`config.mk`:
```
export PLATFORM = sky130hd
export DESIGN_NAME = alu_seq
export DESIGN_NICKNAME = d
export VERILOG_FILES = /design/src/rtl/hmmm_pkg.sv /design/src/rtl/alu_seq_mul.sv /design/src/rtl/alu_seq.sv
export SDC_FILE = /design/constraint.sdc
export NUM_CORES = 1
export LEC_CHECK = 0
export CAP_MARGIN = 15
export CORE_MARGIN = 3
export CORE_UTILIZATION = 30
export DETAILED_ROUTE_END_ITERATION = 16
export GPL_ROUTABILITY_DRIVEN = 0
export GPL_TIMING_DRIVEN = 0
export MAX_ROUTING_LAYER = met4
export PLACE_DENSITY = 0.58
export RECOVER_POWER = 100
export SYNTH_ARGS = -nofsm -noshare
export SYNTH_HDL_FRONTEND = slang
export SYNTH_SLANG_ARGS = --single-unit
```
`constraint.sdc`:
```
create_clock -name clk -period 7.5 [get_ports clk]
set_input_delay 0.75 -clock clk [delete_from_list [all_inputs] [get_ports clk]]
set_output_delay 0.75 -clock clk [all_outputs]
set_load 0.1 [all_outputs]
```
`src/rtl/hmmm_pkg.sv`:
```
// Shared constants for the sequential ALU front-end: data width, op codes and FSM states.
package hmmm_pkg;

    localparam int WIDTH = 16;

    localparam logic [2:0] OP_ADD = 3'd0;
    localparam logic [2:0] OP_SUB = 3'd1;
    localparam logic [2:0] OP_MUL = 3'd2;

    typedef enum logic [1:0] {
        ST_IDLE     = 2'd0,
        ST_DISPATCH = 2'd1,
        ST_MUL      = 2'd2,
        ST_FIX      = 2'd3
    } state_e;

endpackage

```
`src/rtl/alu_seq_mul.sv`:
```
// Iterative shift-add magnitude multiplier; the sign is applied later by the owner's FIX step.
module alu_seq_mul #(
    parameter int WIDTH = 16
) (
    input  logic               clk,
    input  logic               rst_n,
    input  logic               start,
    input  logic [WIDTH-1:0]   a,
    input  logic [WIDTH-1:0]   b,
    output logic               busy,
    output logic               last,
    output logic               sign,
    output logic [2*WIDTH-1:0] product
);
    localparam int CNT_W = $clog2(WIDTH);

    logic                run_q, run_d;
    logic                sign_q, sign_d;
    logic [CNT_W-1:0]    cnt_q, cnt_d;
    logic [2*WIDTH-1:0]  acc_q, acc_d;
    logic [2*WIDTH-1:0]  mcand_q, mcand_d;
    logic [WIDTH-1:0]    mplier_q, mplier_d;

    // Most negative operand maps to 2^(WIDTH-1), which still fits unsigned.
    function automatic logic [WIDTH-1:0] mag(input logic [WIDTH-1:0] v);
        return v[WIDTH-1] ? -v : v;
    endfunction

    assign last = run_q && (cnt_q == CNT_W'(WIDTH-1));

    always_comb begin
        run_d    = run_q;
        sign_d   = sign_q;
        cnt_d    = cnt_q;
        acc_d    = acc_q;
        mcand_d  = mcand_q;
        mplier_d = mplier_q;
        if (start) begin
            run_d    = 1'b1;
            sign_d   = a[WIDTH-1] ^ b[WIDTH-1];
            cnt_d    = '0;
            acc_d    = '0;
            mcand_d  = {{WIDTH{1'b0}}, mag(a)};
            mplier_d = mag(b);
        end else if (run_q) begin
            if (mplier_q[0])
                acc_d = acc_q + mcand_q;
            mcand_d  = mcand_q << 1;
            mplier_d = mplier_q >> 1;
            cnt_d    = cnt_q + 1'b1;
            if (last)
                run_d = 1'b0;
        end
    end

    always_ff @(posedge clk) begin
        if (!rst_n) begin
            run_q    <= 1'b0;
            sign_q   <= 1'b0;
            cnt_q    <= '0;
            acc_q    <= '0;
            mcand_q  <= '0;
            mplier_q <= '0;
        end else begin
            run_q    <= run_d;
            sign_q   <= sign_d;
            cnt_q    <= cnt_d;
            acc_q    <= acc_d;
            mcand_q  <= mcand_d;
            mplier_q <= mplier_d;
        end
    end

    assign busy    = run_q;
    assign sign    = sign_q;
    assign product = acc_q;

endmodule

```
`src/rtl/alu_seq.sv`:
```
// Sequencer in front of a combinational ALU: single-cycle dispatch for ALU ops,
// 16-step internal multiply for MUL_OP, registered result and flags.
module alu_seq #(
    parameter int         WIDTH  = hmmm_pkg::WIDTH,
    parameter logic [2:0] MUL_OP = hmmm_pkg::OP_MUL
) (
    input  logic             clk,
    input  logic             rst_n,
    input  logic             start,
    input  logic [2:0]       op,
    input  logic [WIDTH-1:0] a,
    input  logic [WIDTH-1:0] b,
    output logic             busy,
    output logic             done,
    output logic [WIDTH-1:0] result,
    output logic             zero_flag,
    output logic             carry_flag,
    output logic [WIDTH-1:0] alu_tmp1,
    output logic [WIDTH-1:0] alu_tmp2,
    output logic [2:0]       alu_op,
    output logic             alu_enable,
    input  logic [WIDTH-1:0] alu_result,
    input  logic             alu_zero,
    input  logic             alu_carry
);
    import hmmm_pkg::*;

    state_e             state_q, state_d;
    logic               done_q, done_d;
    logic [WIDTH-1:0]   result_q, result_d;
    logic               zf_q, zf_d;
    logic               cf_q, cf_d;
    logic [WIDTH-1:0]   tmp1_q, tmp1_d;
    logic [WIDTH-1:0]   tmp2_q, tmp2_d;
    logic [2:0]         op_q, op_d;

    logic               mul_start, mul_busy, mul_last, mul_sign;
    logic [2*WIDTH-1:0] mul_product, fix_prod;
    logic [WIDTH:0]     fix_upper;

    assign mul_start = (state_q == ST_IDLE) && start && (op == MUL_OP);

    alu_seq_mul #(.WIDTH(WIDTH)) u_mul (
        .clk     (clk),
        .rst_n   (rst_n),
        .start   (mul_start),
        .a       (a),
        .b       (b),
        .busy    (mul_busy),
        .last    (mul_last),
        .sign    (mul_sign),
        .product (mul_product)
    );

    // Magnitude is zero for any zero operand, so negation never yields a negative zero.
    assign fix_prod  = mul_sign ? -mul_product : mul_product;
    assign fix_upper = fix_prod[2*WIDTH-1:WIDTH-1];

    always_comb begin
        state_d  = state_q;
        done_d   = 1'b0;
        result_d = result_q;
        zf_d     = zf_q;
        cf_d     = cf_q;
        tmp1_d   = tmp1_q;
        tmp2_d   = tmp2_q;
        op_d     = op_q;
        case (state_q)
            ST_IDLE: begin
                if (start) begin
                    tmp1_d  = a;
                    tmp2_d  = b;
                    op_d    = op;
                    state_d = (op == MUL_OP) ? ST_MUL : ST_DISPATCH;
                end
            end
            ST_DISPATCH: begin
                result_d = alu_result;
                zf_d     = alu_zero;
                cf_d     = alu_carry;
                done_d   = 1'b1;
                state_d  = ST_IDLE;
            end
            ST_MUL: begin
                if (mul_last || !mul_busy)
                    state_d = ST_FIX;
            end
            ST_FIX: begin
                result_d = fix_prod[WIDTH-1:0];
                zf_d     = (fix_prod[WIDTH-1:0] == '0);
                cf_d     = !((&fix_upper) || !(|fix_upper));
                done_d   = 1'b1;
                state_d  = ST_IDLE;
            end
            default: state_d = ST_IDLE;
        endcase
    end

    always_ff @(posedge clk) begin
        if (!rst_n) begin
            state_q  <= ST_IDLE;
            done_q   <= 1'b0;
            result_q <= '0;
            zf_q     <= 1'b0;
            cf_q     <= 1'b0;
            tmp1_q   <= '0;
            tmp2_q   <= '0;
            op_q     <= '0;
        end else begin
            state_q  <= state_d;
            done_q   <= done_d;
            result_q <= result_d;
            zf_q     <= zf_d;
            cf_q     <= cf_d;
            tmp1_q   <= tmp1_d;
            tmp2_q   <= tmp2_d;
            op_q     <= op_d;
        end
    end

    assign busy       = (state_q != ST_IDLE);
    assign done       = done_q;
    assign result     = result_q;
    assign zero_flag  = zf_q;
    assign carry_flag = cf_q;
    assign alu_tmp1   = tmp1_q;
    assign alu_tmp2   = tmp2_q;
    assign alu_op     = op_q;
    assign alu_enable = (state_q == ST_DISPATCH);

endmodule

```
Word-level counts from Yosys, hierarchy flattened:

Cells that the tools add are included.

* multiplexer cells: 18
* reduce and logical (&&, ||, !) cells: 20
* eq/ne operators: 7
* bitwise gates (word level): 2
* add/subtract/negate cells: 5

Operators by type and width (number)
* two-way mux 16 bit: 6
* adder 32 bit: 1
* two-way mux 32 bit: 1
* negation 16 bit: 2
* negation 32 bit: 1
* case mux 16 bit (2 select lines): 1
* AND reduction 17 bit: 1
* OR reduction 17 bit: 1
* zero test 16 bit: 1
* two-way mux 2 bit: 3
* case mux 2 bit (3 select lines): 1
* AND reduction 2 bit: 3
* nonzero test 2 bit: 3
* adder 4 x 1 -> 4 bit (second input constant): 1
* equality test 2 bit (second input constant): 2
* equality test 4 bit (second input constant): 1
* two-way mux 1 bit: 4
* inequality test 2 bit (second input constant): 2
* case mux 1 bit (2 select lines): 2
* OR reduction 2 bit: 2
* equality test 3 x 2 -> 1 bit (second input constant): 1
* logical AND 1 bit: 3
* zero test 1 bit: 3
* equality test 2 x 1 -> 1 bit (second input constant): 1
* 4 further kinds: 5

* output and inout bits: 56
* word-level logic and storage cells: 67
* flip-flop bits (word level): 142
* input port bits: 56

Depth between registers and ports, before layout:

Gate-level depths: netlist (run 1).

* depth in word-level cells: 7
* depth in mapped cells: 11
* gate-level depth less buffers: 11

Modules after synthesis:

A second synthesis (run 1) with hierarchy kept.

* cell total of the unflattened synthesis: 1111
* area, all modules: 8879.8 µm²

By module, submodules not included
* alu_seq_mul: seq. area each 1721.7 µm², area an instance 5621.6 µm², cells an instance 695, instances 1
* alu_seq: seq. area each 1121.1 µm², area an instance 3258.1 µm², cells an instance 416, instances 1

Worst setup path after synthesis (run 1):

Ideal clock, no wire load.

* kind: register -> register
* start point: reg u_mul.acc_q[12] (netlist: u_mul.product[12])
* end point: reg cf_q (netlist: carry_flag)
* clock period less this slack: 2.884 ns
* library setup time: 0.121 ns
* arrival time: 2.763 ns
* cell stages (with the launch flop): 10
* slack: 4.616 ns
* path buffers: 0
* required time: 7.379 ns
* path through: dfxtp_1 -> or4_4 -> or4_4 -> nor3_1 -> nand2b_1 -> mux2_2 -> a32oi_1 -> or4_1 -> nor3_2 -> o31ai_1

* cells in the longest elaborated chain, start to end: 7
* elaborated cells between the ends (all ways): 8
* classes of those cells: add/sub (1); mux (2); reduce/logical (5)

Ends and longest elaborated chain
* from (decl): RTL line alu_seq_mul.sv:20 `logic [2*WIDTH-1:0] acc_q, acc_d;`
* from (signal assigned): RTL line alu_seq_mul.sv:61 `acc_q <= '0;`
* from (signal assigned): RTL line alu_seq_mul.sv:68 `acc_q <= acc_d;`
* negation 32 bit *: RTL line alu_seq.sv:56 `assign fix_prod = mul_sign ? -mul_product : mul_product;`
* two-way mux 32 bit *: RTL line alu_seq.sv:56
* OR reduction 17 bit: RTL line alu_seq.sv:91 `cf_d = !((&fix_upper) || !(|fix_upper));`
* zero test 1 bit: RTL line alu_seq.sv:91
* logical OR 1 bit *: RTL line alu_seq.sv:91
* zero test 1 bit *: RTL line alu_seq.sv:91
* case mux 1 bit (2 select lines) *: RTL line alu_seq.sv:68 `case (state_q)`
* to (signal assigned): RTL line alu_seq.sv:105 `cf_q <= 1'b0;`
* to (signal assigned): RTL line alu_seq.sv:114 `cf_q <= cf_d;`
* to (decl): RTL line alu_seq.sv:32 `logic cf_q, cf_d;`

Mark *: on every way between the ends. The rest lies on a longest branch, timed or not.
A chain may end at the register's enable or synchronous reset.

Final worst setup path (run 1):

* start point: reg state_q[0]
* end point: out alu_enable

* cells in the longest elaborated chain, start to end: 1

Ends and longest elaborated chain
* from (decl): RTL line alu_seq.sv:28 `state_e state_q, state_d;`
* from (signal assigned): RTL line alu_seq.sv:110 `state_q <= state_d;`
* equality test 2 x 1 -> 1 bit: RTL line alu_seq.sv:129 `assign alu_enable = (state_q == ST_DISPATCH);`
* to (decl): RTL line alu_seq.sv:21 `output logic alu_enable,`

No other way between the ends.

==> results of run 1 <==
==> worst max-delay path, cell delays in order, from the launching register on <==
cell and delay, ns:
dfxtp_1 0.31, clkbuf_1 0.38, nor2b_1 0.32, dlygate4sd3_1 1.25
==> area by class of cell <==
class	instances	area share, %
Timing Repair Buffer	109	9.944
Sequential cell	142	25.91
Multi-Input combinational cell	883	51.64
Inverter	14	0.4790
Buffer	66	2.326
Tap cell	384	4.379
Clock buffer	18	4.003
Clock inverter	14	1.323
==> registers in the layout (all words and copies together), names as in the netlist <==
register,flops
u_mul.mcand_q,32
u_mul.product,32
alu_tmp1,16
alu_tmp2,16
result,16
u_mul.mplier_q,16
u_mul.cnt_q,4
alu_op,3
state_q,2
carry_flag,1
done,1
u_mul.busy,1
u_mul.sign,1
zero_flag,1
==> through the flow <==
| step | setup WS, ns | area [µm²] |
|---|---|---|
| floorplan | 4.616 | 8821 |
| global placement | 4.135 | 10390 |
| detailed placement | 4.153 | 10390 |
| CTS | 4.101 | 10980 |
| global route | 3.744 | 10970 |
| finish | 4.055 | 10970 |
==> metal layers <==
layer	GRT usage [%]	vias to the layer above
met1	22.50	3868
met4	4.679	0
met5	-	-
met3	2.781	25
met2	27.27	199
li1	-	4176
==> worst max path at each step <==
stage                      end              start
floorplan           carry_flag  u_mul.product[12]
global placement    carry_flag  u_mul.product[12]
CTS                 alu_enable         state_q[0]
detailed placement  carry_flag  u_mul.product[12]
finish              alu_enable         state_q[0]
global route        carry_flag   u_mul.product[2]
==> cell usage after synthesis (all sizes together), types with 4 or more instances <==
| library cell | n | area share, % |
|---|---|---|
| a211oi | 9 | 0.77 |
| a21boi | 45 | 3.8 |
| a21o | 15 | 1.3 |
| a21oi | 68 | 3.9 |
| and2 | 10 | 0.71 |
| and3 | 11 | 0.78 |
| buf | 9 | 0.47 |
| clkbuf | 57 | 2.4 |
| dfxtp | 142 | 32 |
| ha | 36 | 5.1 |
| inv | 14 | 0.60 |
| mux2i | 70 | 7.9 |
| nand2 | 209 | 8.9 |
| nand2b | 16 | 1.1 |
| nand3 | 18 | 1.0 |
| nand4 | 14 | 0.99 |
| nand4b | 4 | 0.40 |
| nor2 | 74 | 3.1 |
| nor2b | 21 | 1.5 |
| nor3 | 18 | 1.3 |
| nor3b | 6 | 0.51 |
| nor4 | 5 | 0.35 |
| o211a | 27 | 3.1 |
| o211ai | 6 | 0.51 |
| o21a | 11 | 0.94 |
| o21ai | 43 | 2.4 |
| o22ai | 6 | 0.43 |
| o31ai | 13 | 1.1 |
| o41ai | 5 | 0.50 |
| or2 | 5 | 0.35 |
| or3 | 10 | 0.71 |
| or4 | 8 | 0.77 |
| xnor2 | 43 | 4.3 |
| xor2 | 24 | 2.4 |
==> power groups by stage <==
stage / clock network (mW) / registers (mW) / logic [mW]
after CTS: 0.860 / 0.795 / 0.364
after global placement: 0 / 0.812 / 0.361
final: 0.842 / 0.794 / 0.354
after global routing: 0.889 / 0.797 / 0.378
after detailed placement: 0 / 0.811 / 0.363
after floorplan: 0 / 0.941 / 0.120
==> cells by family after synthesis <==
group	count (synthesis)	share of synthesized area, %
AOI/OAI and AO/OA	271	20.88
DFF	142	32.23
and+or+nand+nor	436	23.22
buffers and inverters	80	3.489
muxes	72	8.199
adders and majority gates	37	5.333
xor gates and xnor gates	67	6.652
==> reports/qor.yml, run 1 <==
clocking:
  ctsResizeCount: 0
  cts_made_buffers: 17
  cts-htree-levels: 4
  cts_tree: "built"
  cts_hold_repair.buffers: 0
  clock-root-buffer: "clkbuf_16"
  cts_buffer_depth: 2
  post_cts_buffers: 0
  clk_pin_slew_worst_paths_ns: 0.07
  cts.sinks: 142
  clock_latency_ns: 0.45
grt:
  grt_antenna_before_repair: 0
  grt_pass1_wl_um: 42190
  grt_pass1_vias: 8075
  grtUsageTotal_pct: 17.10
  grt_overflow: 0
  grt_max_degree: 17
timing:
  fin_crit_sh_pct: 45.93
  whs_ns: 0.4598
  finalSetupViolCount: 0
  rsz0062_at_grt: "no"
  tightestPinTransition_ns: 1.024
  finalHoldViolations: 0
  fin_skew_ns: 0.01692
  max_slew_margin_pct: 31.52
  tns_ns: 0
  fmax_mhz: 290.3
  fin_crit_ns: 3.445
  maxSlewViolCount: 0
hold_path:
  min-delay-start: "alu_tmp2[8]"
  holdPathStages: 2
  hp-class: "flop to flop"
  whs_endpoint: "alu_tmp2[8]"
pwr:
  p_sw_share_pct: 32.92
  internal_power_mw: 1.335
  pwr-share-clk_pct: 42.3
  ir_drop_mv: 0.1603
  switchingPower_uw: 655.4
  seqPwrFrac_pct: 39.9
  pwr-share-comb_pct: 17.8
  total_power_mw: 1.991
  leakage_nw: 4.531
  p_per_area_mw_per_mm2: 181.4
detailed_routing:
  wl_per_cell_um: 15.79
  firstDrtPassIters: 5
  wl_met3_um: 1154
  highest_layer: "met4"
  via_count: 8268
  drc: 0
  drt_iter0_drc: 550
  ant_nets: 0
  wirelength_met1_um: 12240
  vias_per_cell: 5.072
  wl_um: 25740
  wl_met2_um: 11980
layout:
  nets: 1326
  layout_commonest_cell: "nand2_1"
  multi_input_area_mm2: 0.005665
  syn_to_final_growth_pct: 24.38
  final_cell_count_no_fill: 1630
  utilization_pct: 38.02
  antenna_cells: 0
  fillers: 3028
  layout-drive-gt1-share_pct: 3.933
  mostFrequentLayoutCells: "nand2_1, dfxtp_1, nor2_1"
  ff_latch_area_mm2: 0.002843
placed_design:
  io_buffers: 109
  dp_cells: 1598
  dp_hpwl_um: 19880
yosys:
  netlist-cell-type-count: 57
  ys_warn_count: 0
  synth_edf_count: 0
  syn_inst: 1105
  synth-main-ff-cell: "dfxtp_1"
  syn-cell-area_mm2: 0.008821
  ys_ff_latch: 142
  ys_seq_area_share_pct: 32.23
  async_flop_share_pct: 0
  syn_nets: 1198
  syn_area_per_cell_um2: 7.983
die:
  ioPinCount: 112
  rows: 62
  die_h_um: 177.5
  die_w_um: 177.5
  die_area_mm2: 0.03150
  core_area_mm2: 0.02886
  initial_core_util_pct: 30.57
worst_setup_path:
  r2r_cells: 9
  path_class: "flop to output port"
  timing.rr.end: "carry_flag"
  required_ns: 6.75
  crit_arrival_ns: 2.69
  ff2ff_setup_slack_ns: 4.09
  path_max_fanout: 10
  worst_r2r_startpoint: "u_mul.product[2]"
  cp-start-kind: "flop"
  crit_path_end_kind: "output port"
job:
  cap_viol_max_count: 0
run_status:
  status: "complete, no violations"
No activity file was read; power rests on OpenSTA's default activity.
==> run 2: changes to the inputs <==
Settings changed: PLACE_DENSITY 0.58 to 0.6.
Clock period 7.5 ns to 3.1 ns, I/O delays scaled along.
==> run 2 against run 1 <==
- the run now ends with negative setup slack left
- die area unchanged
- global-route usage down 0.13 points
- utilization up 0.43 points
- sequential share of layout area down 0.21 points
- final cell count up 0.25%
- clock skew down 0.0039 ns
- routed wire length up 0.67%
- clock-buffer cell count unchanged
- hold slack worse by 0.0089 ns
==> reports/qor.yml, run 2 (synthesis gave the netlist of run 1 again) <==
run_status:
  status: "complete, but fails checks"
  violations: "negative setup slack"
placed_design:
  postPlaceCellArea_mm2: 0.01039
  dp_hpwl_um: 19750
  io_buffers: 109
detailed_routing:
  firstDrtPassIters: 5
  wl_um: 25910
  drc: 0
  via_count: 8367
  ant_nets: 0
  wl_per_cell_um: 15.86
  drt_iter0_drc: 606
  vias_per_cell: 5.121
timing:
  finalHoldViolations: 0
  max_slew_margin_pct: 31.35
  tightestPinTransition_ns: 1.026
  finalSetupViolCount: 1
  maxSlewViolCount: 0
  rsz0062_at_grt: "yes"
  fin_skew_ns: 0.01303
  fin_crit_ns: 3.103
  setup_slack_ns: -0.003287
  fin_crit_sh_pct: 100.1
  fmax_mhz: 322.2
  whs_ns: 0.4509
die:
  die_w_um: 177.5
  die_h_um: 177.5
  core_area_mm2: 0.02886
  ioPinCount: 112
  die_area_mm2: 0.03150
  rows: 62
  initial_core_util_pct: 30.57
worst_setup_path:
  worst_r2r_startpoint: "u_mul.product[13]"
  ff2ff_setup_slack_ns: -0.003
  path_max_fanout: 4
  timing.rr.end: "carry_flag"
  crit_path_end_kind: "flop"
  r2r_cells: 9
  required_ns: 3.40
  crit_arrival_ns: 3.41
  cp-start-kind: "flop"
  path_class: "flop to flop"
layout:
  nets: 1330
  layout-drive-gt1-share_pct: 5.520
  mostFrequentLayoutCells: "nand2_1, dfxtp_1, nor2_1"
  design_area_mm2: 0.01110
  antenna_cells: 0
  syn_to_final_growth_pct: 25.79
  layout_commonest_cell: "nand2_1"
clocking:
  cts-htree-levels: 4
  clk_pin_slew_worst_paths_ns: 0.07
  cts_hold_repair.buffers: 0
  clock_latency_ns: 0.43
  cts_made_buffers: 17
  cts_tree: "built"
  clock-root-buffer: "clkbuf_16"
  cts.sinks: 142
  cts_buffer_depth: 2
hold_path:
  min-delay-start: "b[15]"
  whs_endpoint: "u_mul.mplier_q[15]"
  holdPathStages: 4
  hp-class: "input port to flop"
pwr:
  ir_drop_mv: 0.3591
  p_per_area_mw_per_mm2: 439.4
  leakage_nw: 4.587
grt:
  grt_max_degree: 17
  grt_overflow: 0
  grt_pass1_vias: 7994
  grt_antenna_before_repair: 0
  grtUsageTotal_pct: 16.97
  grt_pass1_wl_um: 41740
job:
  cap_viol_max_count: 0
==> run 2: how the worst max path moves through the flow <==
stage	startpoint	to	slack (ns)	cells past startpoint
6_report	u_mul.product[13]	carry_flag	-0.003	9
5_1_grt	u_mul.product[13]	carry_flag	-0.08	9
4_1_cts	u_mul.product[12]	carry_flag	0.005	10
3_5_place_dp	u_mul.product[12]	carry_flag	-0.25	9
3_3_place_gp	u_mul.product[12]	carry_flag	-0.25	9
2_1_floorplan	u_mul.product[12]	carry_flag	0.22	9
==> run 2: worst max-delay path, stage by stage (launching register included) <==
cell and delay (ns):
dfxtp_4 0.37, or4_4 0.55, or4_4 0.52, nor3_4 0.28
nand2b_4 0.10, mux2_4 0.21, a32oi_2 0.11, or4_4 0.58
nor3_4 0.18, o31ai_1 0.08
==> run 2: repair_timing <==
item                       CTS  global route
buffers inserted             0             5
resized for setup            7            20
pin swaps                    0             8
setup endpoints to repair    1            25
==> run 2: through the flow <==
step           setup WS, ns    TNS, ns  total power [mW]  instances  utilization (%)
6_report          -0.003287  -0.003287             4.876       1634            38.45
5_1_grt            -0.08316    -0.1886             5.053       1634            38.45
4_1_cts            0.004882          0             4.935       1630            38.15
3_5_place_dp        -0.2548    -0.2548             2.842       1598            36.01
3_3_place_gp        -0.2528    -0.2528             2.837       1598            36.01
2_1_floorplan        0.2160          0             2.566       1105                -
==> run 2: routing by layer <==
layer	routed length [µm]	GRT usage, %	share of wire (%)	vias up
met1	12090	22.28	47	3963
met3	1212	2.867	4.7	22
li1	-	-	-	4177
met5	0	-	0	-
met2	12250	27.26	47	205
met4	361	4.221	1.4	0
==> run 2: final cells by class <==
type                    count  area [µm²]
multi-input cells         883        5747
fillers                  3015       17760
inverters                  14       52.55
clock buffers              18       439.2
repair buffers            114        1129
clock inverters            14       148.9
plain buffers              65       247.7
well taps                 384       480.5
flip-flops and latches    142        2851
==> run 2: power breakdown <==
part / leakage [nW] / internal, mW / switching [mW]
Combinational: 3.14 / 0.255 / 0.605
Clock: 0.290 / 1.16 / 0.932
Sequential: 1.16 / 1.88 / 0.0366
==> run 3: changes to the inputs <==
Settings changed: RECOVER_POWER 100 to default, SYNTH_HIERARCHICAL from default to 1.
==> run 3 against run 2 <==
- the run now ends clean
- sequential share of layout area down 0.36 points
- routed wire length up 1.3%
- global-route usage about the same
- clock-buffer cell count up 1
- register-to-register slack better by 0.12 ns
- via count up 0.69%
- sequential cell count unchanged
- combinational power down 3.8%
- die area up 0.64%
- highest routed layer unchanged
==> reports/qor.yml, run 3 <==
layout:
  mostFrequentLayoutCells: "nand2_1, dfxtp_1, clkdlybuf4s50_1"
  nets: 1342
  fillers: 2966
  final_cell_count_no_fill: 1646
  layout_commonest_cell: "nand2_1"
  antenna_cells: 0
  layout-drive-gt1-share_pct: 7.607
  design_area_mm2: 0.01126
  syn_to_final_growth_pct: 26.84
detailed_routing:
  via_count: 8425
  ant_nets: 0
  drc: 0
  wl_per_cell_um: 15.95
  wl_um: 26250
  firstDrtPassIters: 5
  vias_per_cell: 5.118
  drt_iter0_drc: 542
pwr:
  ir_drop_mv: 0.3182
  p_sw_share_pct: 30.18
  internal_power_mw: 3.438
  leakage_nw: 4.270
  switchingPower_mw: 1.486
  p_per_area_mw_per_mm2: 437.2
  seqPwrFrac_pct: 38.8
  total_power_mw: 4.924
  pwr-share-comb_pct: 16.8
  pwr-share-clk_pct: 44.5
clocking:
  cts_hold_repair.buffers: 0
  clk_pin_slew_worst_paths_ns: 0.07
  cts_buffer_depth: 2
  cts_tree: "built"
  clock-root-buffer: "clkbuf_16"
  clock_latency_ns: 0.43
  cts-htree-levels: 4
  cts.sinks: 142
  cts_made_buffers: 17
die:
  die_area_mm2: 0.03170
  die_h_um: 178.0
  ioPinCount: 112
  initial_core_util_pct: 30.69
  die_w_um: 178.0
  core_area_mm2: 0.02894
  rows: 62
timing:
  fin_crit_ns: 2.984
  finalSetupViolCount: 0
  maxSlewViolCount: 0
  fin_skew_ns: 0.01235
  rsz0062_at_grt: "yes"
  fin_crit_sh_pct: 96.26
  finalHoldViolations: 0
  fmax_mhz: 335.1
  tightestPinTransition_ns: 1.022
  max_slew_margin_pct: 31.66
placed_design:
  postPlaceCellArea_mm2: 0.01047
  dp_hpwl_um: 20010
  io_buffers: 111
  dp_cells: 1606
hold_path:
  min-delay-start: "alu_tmp1[0]"
  whs_endpoint: "alu_tmp1[0]"
  holdPathStages: 2
  hp-class: "flop to flop"
worst_setup_path:
  timing.rr.end: "u_mul/product[30]"
  crit_slowest_cell: "dfxtp_2"
  worst_r2r_startpoint: "u_mul/mcand_q[0]"
  ff2ff_setup_slack_ns: 0.12
  cp_num_buf_inv: 1
  path_class: "flop to flop"
  cpPeakStageDelay_ns: 0.36
  required_ns: 3.41
  crit_family: "compound AO/OA/AOI/OAI gates"
  crit_arrival_ns: 3.30
  path_max_fanout: 3
  crit_path_end_kind: "flop"
  cp-start-kind: "flop"
  critical_path.cell_chain: "ha_4 -> fa_2 -> a21o_1 -> a221oi_4 -> o31ai_4 -> a311oi_2 -> o22ai_2 -> o41ai_2 -> buf_4 -> o22a_2 -> mux2i_1 -> nand2_1"
  r2r_cells: 12
yosys:
  ys_ff_latch: 142
  yosys-top-cells-area: "dfxtp_1, nand2_1, mux2i_1"
  ys_warn_count: 6
  synthSimpleGateAreaFrac_pct: 23.01
  syn_area_per_cell_um2: 7.993
  synth_top_area_share_pct: 32.01
  synth_xor_area_share_pct: 7.496
  syn_nets: 1204
  ys_seq_area_share_pct: 32.01
  synthAdderAreaFrac_pct: 5.298
  synth_edf_count: 0
  yosysMostFrequentCell: "nand2_1"
  syn-cell-area_mm2: 0.008880
  synthTopCellsByCount: "nand2_1, dfxtp_1, a21oi_1"
  netlist-cell-type-count: 72
  synth-main-ff-cell: "dfxtp_1"
  synthMuxAreaShare_pct: 6.482
  yosysTopAreaCell: "dfxtp_1"
  synth_compound_area_share_pct: 21.53
  synth_top_family_by_area: "simple AND/OR/NAND/NOR gates"
  async_flop_share_pct: 0
  syn_inst: 1111
grt:
  grt_antenna_before_repair: 0
  grt_pass1_wl_um: 41960
  grt_pass1_vias: 7868
  grt_max_degree: 17
  grtUsageTotal_pct: 16.93
  grt_overflow: 0
run_status:
  status: "complete, no violations"
job:
  cap_viol_max_count: 0
==> run 3: cell types whose count changed after synthesis, moves of 9 or more <==
cell | previous run | this run
inv_1 | 14 | 24
nor2_1 | 74 | 99
a21oi_1 | 68 | 101
nand2b_1 | 16 | 7
nor2b_1 | 21 | 48
mux2i_1 | 70 | 53
o21ai_0 | 43 | 34
o211a_1 | 27 | 5
nand2_1 | 209 | 161
==> run 3: what timing repair did <==
item | 4_1_cts | 5_1_grt
endpoints found under the setup margin | 55 | 68
cloned | 0 | 0
pin swaps | 5 | 9
resized for setup | 12 | 17
endpoints found under the hold margin | 0 | 0
setup buffers | 5 | 5
==> run 3: cells by family (layout without fill, tap and decap cells) <==
group | after synthesis | count (layout)
AOI/OAI and AO/OA | 287 | 287
xor gates and xnor gates | 76 | 76
adders and majority gates | 37 | 37
buffers and inverters | 90 | 241
DFF | 142 | 142
muxes | 57 | 57
and+or+nand+nor | 422 | 422
==> run 3: layout make-up <==
cell class / instances / area, µm² / area share (%)
inverters: 24 / 90.09 / 0.7998
clock buffers: 19 / 442.9 / 3.932
plain buffers: 64 / 276.5 / 2.455
well taps: 384 / 480.5 / 4.266
clock inverters: 13 / 177.7 / 1.577
multi-input cells: 879 / 5756 / 51.10
flip-flops and latches: 142 / 2854 / 25.34
repair buffers: 121 / 1186 / 10.53
==> run 3: worst register-to-register path, cell delays in order, from the launching register on <==
cell,delay (ns)
dfxtp_2,0.36
ha_4,0.17
fa_2,0.36
a21o_1,0.20
a221oi_4,0.33
o31ai_4,0.14
a311oi_2,0.36
o22ai_2,0.15
o41ai_2,0.21
buf_4,0.18
o22a_2,0.15
mux2i_1,0.18
nand2_1,0.07
==> run 3: per-stage QoR <==
step	util, %	TNS, ns	hold slack (ns)	worst slack, ns
after floorplan	-	0	0.4382	0.1028
after global placement	36.19	-10.30	0.4528	-0.4603
after detailed placement	36.19	-12.42	0.4572	-0.4962
after CTS	38.62	0	0.4669	0.01331
after global routing	38.93	-0.0008480	0.4782	-0.0008480
final	38.93	0	0.4632	0.1160
==> run 3: worst max-delay path by stage <==
stage / cells past startpoint / startpoint / slack (ns) / end
finish: 12 / u_mul/mcand_q[0] / 0.12 / u_mul/product[30]
global route: 11 / u_mul/product[10] / -0.0008 / u_mul/product[25]
CTS: 12 / u_mul/product[0] / 0.01 / u_mul/product[30]
detailed placement: 10 / start / -0.50 / u_mul/product[25]
global placement: 10 / start / -0.46 / u_mul/product[25]
floorplan: 11 / u_mul/product[0] / 0.10 / u_mul/product[30]
==> run 3: per-layer routing <==
layer	part of all wire (%)	GRT usage, %
met5	0	-
met4	1.6	4.777
met3	4.1	2.703
met2	43	24.42
met1	51	24.39
==> run 3: power by group through the flow <==
stage	clock (mW)	combinational (mW)	sequential [mW]
2_1_floorplan	0	0.264	2.24
3_3_place_gp	0	0.819	1.95
3_5_place_dp	0	0.825	1.95
4_1_cts	2.24	0.829	1.91
5_1_grt	2.32	0.878	1.91
6_report	2.19	0.827	1.91
